[src/rtl/counter_btn_ctrl.sv]
// Two-button input conditioner: each raw button is synchronized, debounced and
// turned into a toggled level plus a one-cycle press event.
module counter_btn_ctrl #(
   parameter int DEBOUNCE_CYCLES = 4
) (
   input  logic       clock,
   input  logic       reset,
   input  logic       btn_pause,
   input  logic       btn_reverse,
   output logic       pause,
   output logic       reverse,
   output logic [1:0] press_evt
);

   localparam int CW = $clog2(DEBOUNCE_CYCLES) + 1;
   localparam logic [CW-1:0] CNT_LAST = CW'(DEBOUNCE_CYCLES - 1);
   localparam logic [CW-1:0] CNT_ONE  = CW'(1);
   localparam logic [CW-1:0] CNT_ZERO = '0;

   typedef enum logic [1:0] {
      IDLE         = 2'd0,
      PRESS_WAIT   = 2'd1,
      HELD         = 2'd2,
      RELEASE_WAIT = 2'd3
   } state_t;

   logic [1:0] btn_raw;
   logic [1:0] level_w;
   logic [1:0] evt_w;

   assign btn_raw = {btn_reverse, btn_pause};

   generate
      for (genvar gi = 0; gi < 2; gi++) begin : g_chan
         logic          sync1_reg;
         logic          sync2_reg;
         state_t        state_reg;
         state_t        state_next;
         logic [CW-1:0] cnt_reg;
         logic [CW-1:0] cnt_next;
         logic          level_reg;
         logic          evt_reg;
         logic          accept;

         // State register; level and event flops are fed by the accept decode
         always_ff @(posedge clock or negedge reset) begin
            if (!reset) begin
               sync1_reg <= 1'b0;
               sync2_reg <= 1'b0;
               state_reg <= IDLE;
               cnt_reg   <= CNT_ZERO;
               level_reg <= 1'b0;
               evt_reg   <= 1'b0;
            end else begin
               sync1_reg <= btn_raw[gi];
               sync2_reg <= sync1_reg;
               state_reg <= state_next;
               cnt_reg   <= cnt_next;
               level_reg <= level_reg ^ accept;
               evt_reg   <= accept;
            end
         end

         always_comb begin
            state_next = state_reg;
            cnt_next   = cnt_reg;
            case (state_reg)
               IDLE: begin
                  if (sync2_reg) begin
                     state_next = PRESS_WAIT;
                     cnt_next   = CNT_ONE;
                  end else begin
                     cnt_next   = CNT_ZERO;
                  end
               end
               PRESS_WAIT: begin
                  if (!sync2_reg) begin
                     state_next = IDLE;
                     cnt_next   = CNT_ZERO;
                  end else if (cnt_reg == CNT_LAST) begin
                     state_next = HELD;
                     cnt_next   = CNT_ZERO;
                  end else begin
                     cnt_next   = cnt_reg + CNT_ONE;
                  end
               end
               HELD: begin
                  if (!sync2_reg) begin
                     state_next = RELEASE_WAIT;
                     cnt_next   = CNT_ONE;
                  end
               end
               RELEASE_WAIT: begin
                  if (sync2_reg) begin
                     state_next = HELD;
                     cnt_next   = CNT_ZERO;
                  end else if (cnt_reg == CNT_LAST) begin
                     state_next = IDLE;
                     cnt_next   = CNT_ZERO;
                  end else begin
                     cnt_next   = cnt_reg + CNT_ONE;
                  end
               end
               default: begin
                  state_next = IDLE;
                  cnt_next   = CNT_ZERO;
               end
            endcase
         end

         // A press is accepted on the last qualifying sample of PRESS_WAIT
         always_comb begin
            accept = (state_reg == PRESS_WAIT) && sync2_reg && (cnt_reg == CNT_LAST);
         end

         assign level_w[gi] = level_reg;
         assign evt_w[gi]   = evt_reg;
      end
   endgenerate

   assign pause     = level_w[0];
   assign reverse   = level_w[1];
   assign press_evt = evt_w;

endmodule

[config.mk]
export PLATFORM = sky130hd
export DESIGN_NAME = counter_btn_ctrl
export DESIGN_NICKNAME = d
export VERILOG_FILES = /design/src/rtl/counter_btn_ctrl.sv
export SDC_FILE = /design/constraint.sdc
export NUM_CORES = 1
export LEC_CHECK = 0
export ABC_CLOCK_PERIOD_IN_PS = 3250
export CORE_UTILIZATION = 32
export CTS_BUF_LIST = sky130_fd_sc_hd__clkbuf_4 sky130_fd_sc_hd__clkbuf_8
export CTS_CLUSTER_SIZE = 8
export DETAILED_ROUTE_END_ITERATION = 10
export PLACE_DENSITY = 0.52
export RECOVER_POWER = 25
export SLEW_MARGIN = 20
export SYNTH_ARGS = -nofsm -noshare
export SYNTH_HDL_FRONTEND = slang
export SYNTH_SLANG_ARGS = --single-unit
[constraint.sdc]
create_clock -name clock -period 3.25 [get_ports clock]
set_input_delay 0.325 -clock clock [delete_from_list [all_inputs] [get_ports clock]]
set_output_delay 0.325 -clock clock [all_outputs]
set_load 0.05 [all_outputs]
==> metrics.txt <==
CTS tree done; TritonCTS Buffers 3; Worst Setup End Kind output port; worst endpoint required time 2.92 ns; ys async rst share between 90% and 100%; fmax 555.6 MHz; H-tree depth 1; CP max FO 2; power density over the cells roughly 830 nW/um^2; Vias/cell 4.938; initial antenna violation count 0; Max-Cap Viols 0; max incr delay on CP around 0.80 ns; Placer Congestion about 0.7; Syn Nets 70; PortBufs 7; post-DR wirelength/cell around 12 um; startpoint types register; Detail Placement HPWL 783.4 um; register area between 400 and 500 um^2; CP arrival between 1 and 1.5 ns; top_reg_cell synth dfrtp_1; vias in the first global route approximately 480; Worst Hold Class reg -> reg; DR iter-0 viols 8; total wire length roughly 1200 um; post-synthesis sequential area ratio a little under three fifths; crit-path cells clkdlybuf4s50_1; drt first pass iters 4; Mapped Cells 64; cell family with most CP delay buffers and inverters; vias 479; clock-pin slew on the worst setup and hold paths 0.10 ns; DRC Markers 0; register bit count reported by yosys 18; most common cell in the synthesized netlist dfrtp_1; Core Area 2297 um^2; synth cell count leaders dfrtp_1, buf_2, nand3b_1, nor2_1; setup bufs post-CTS 0; Bufs and invs on worst path 1; Post-Syn Area 803.3 um^2; Final Critical Period roughly 1.8 ns; Multi-input gate area about 300 um^2; Distinct cells, synth 29; row count 17; cell taking the most area after synthesis dfrtp_1; RSZ-0062 raised after global routing false; layout cell share with drive strength beyond 1 between 10% and 20%; synthesis warning total 0; antenna viol nets, final 0; post-route clock period utilization a little under three fifths; Post-synth EDFFs 0; largest net degree at the start of global routing 19; count of pins over their slew limit 0; Worst VDD drop between 0.0003 and 0.0004 V; clock latency on the worst-skew pair ~0.29 ns; Slowest cell on crit path clkdlybuf4s50_1; Setup Skew approximately 0.0011 ns; total gr overflow 0; Die Width approximately 52 um; # IOs 8; Area Overhead vs Synth 11.84%; CTS Root Cell clkbuf_4; Gates resized, CTS repair 0; Static Leakage a little under 0.4 nW; top cells by area, synth dfrtp_1, nor3b_4, ha_1; top cell type's share of synthesized area between 50% and 60%; total track usage between 10 and 15%; Initial Util a little over a third; ant diodes 0; Die Height roughly 52 um; Setup TNS Final 0 ns; Mean Syn Cell Area 12.55 um^2; final hold vios 0; final setup violation count 0; filler cell count 232; Post-CTS Hold Fix Bufs 0; worst slew pin tran 0.7972 ns; clk sink count 18; slew margin rel. ~47%; Max clock buf depth 2; nets 76; Final Instance Count excl. Fillers 97; Placed Cells 93; first-pass GRT wire length 2118 um; Crit Path Class reg -> out; die area roughly 2700 um^2; outcome completed
cell families (layout without fill, tap and decap cells):
logic type,count (synthesis),in the layout,synth area share [%]
buffers and inverters,8,13,5.296
AND/OR/NAND/NOR,19,19,19.00
AO/OA/AOI/OAI,11,11,9.347
XOR/XNOR,4,4,4.362
adder cells (fa/ha/maj),2,2,3.115
flip-flops,18,18,56.07
multiplexers,2,2,2.804
stage by stage:
stage	total power (W)	utilization (%)	cell area, um^2	hold WS (ns)	setup slack (ns)
after global placement	0.0006079	38.02	873.3	0.3333	1.793
after global routing	0.0007981	39.11	898.4	0.3697	1.403
final	0.0007427	39.11	898.4	0.3570	1.450
after floorplan	0.0005571	-	803.3	0.02941	2.072
after detailed placement	0.0006161	38.02	873.3	0.3347	1.776
after CTS	0.0007604	39.60	909.6	0.3596	1.425
final timing paths:
kind / from / endpoint / slack, ns / cells past startpoint
worst max-delay path: pause / pause / 1.45 / 1
worst min-delay path: g_chan[0].sync1_reg / g_chan[0].sync2_reg / 0.36 / 0
worst max register to register: g_chan[1].cnt_reg[0] / g_chan[1].cnt_reg[1] / 1.98 / 4
worst min register to register: g_chan[0].sync1_reg / g_chan[0].sync2_reg / 0.36 / 0
max in group asynchronous: reset / g_chan[1].cnt_reg[0] / 2.21 / 1
min in group asynchronous: reset / asynchronous set/reset pin / 0.55 / 1
cell usage in the layout (no fill, tap or decap):
master	Yosys	routed
dfrtp_1	18	18
clkdlybuf4s50_1	0	4
nand3b_1	3	3
nor2_1	3	3
clkbuf_4	0	3
dlygate4sd3_1	0	3
nand3b_2	2	2
xor2_1	2	2
nor3b_1	1	2
inv_1	2	2
xnor2_1	2	2
a31oi_1	2	2
nand2_1	2	2
a21oi_1	2	2
mux2_2	2	2
ha_1	2	2
nor3b_4	2	1
nand3_1	1	1
o22ai_1	1	1
nor2b_1	1	1
nor3_1	1	1
nand4b_1	1	1
o31ai_1	1	1
a31o_2	1	1
o21ai_0	1	1
o211a_1	1	1
nor4bb_1	1	1
and3b_1	1	1
o21a_1	1	1
a211oi_1	1	1
clkbuf_8	0	1
layer usage:
layer	GRT usage (%)	vias to the layer above	share of wire, %
met5	0	-	0
met3	2.632	2	4.5
met1	13.69	228	50
met2	15.81	14	44
met4	9.009	0	1.1
li1	-	235	-
where the power goes:
part | internal [W] | leakage, nW | total [W] | switching [W]
logic | 0.000116 | 0.146 | 0.000231 | 0.000116
clock network | 0.0000682 | 0.0210 | 0.000138 | 0.0000702
registers | 0.000287 | 0.227 | 0.000373 | 0.0000861
total | 0.000471 | 0.394 | 0.000743 | 0.000272
layout make-up:
| type | count | area share (%) |
|---|---|---|
| repair buffers | 7 | 7.799 |
| flip-flops and latches | 18 | 50.14 |
| well taps | 28 | 3.900 |
| clock buffers | 4 | 4.039 |
| multi-input cells | 38 | 33.29 |
| inverters | 2 | 0.8357 |
(Power assumes the default switching activity.)
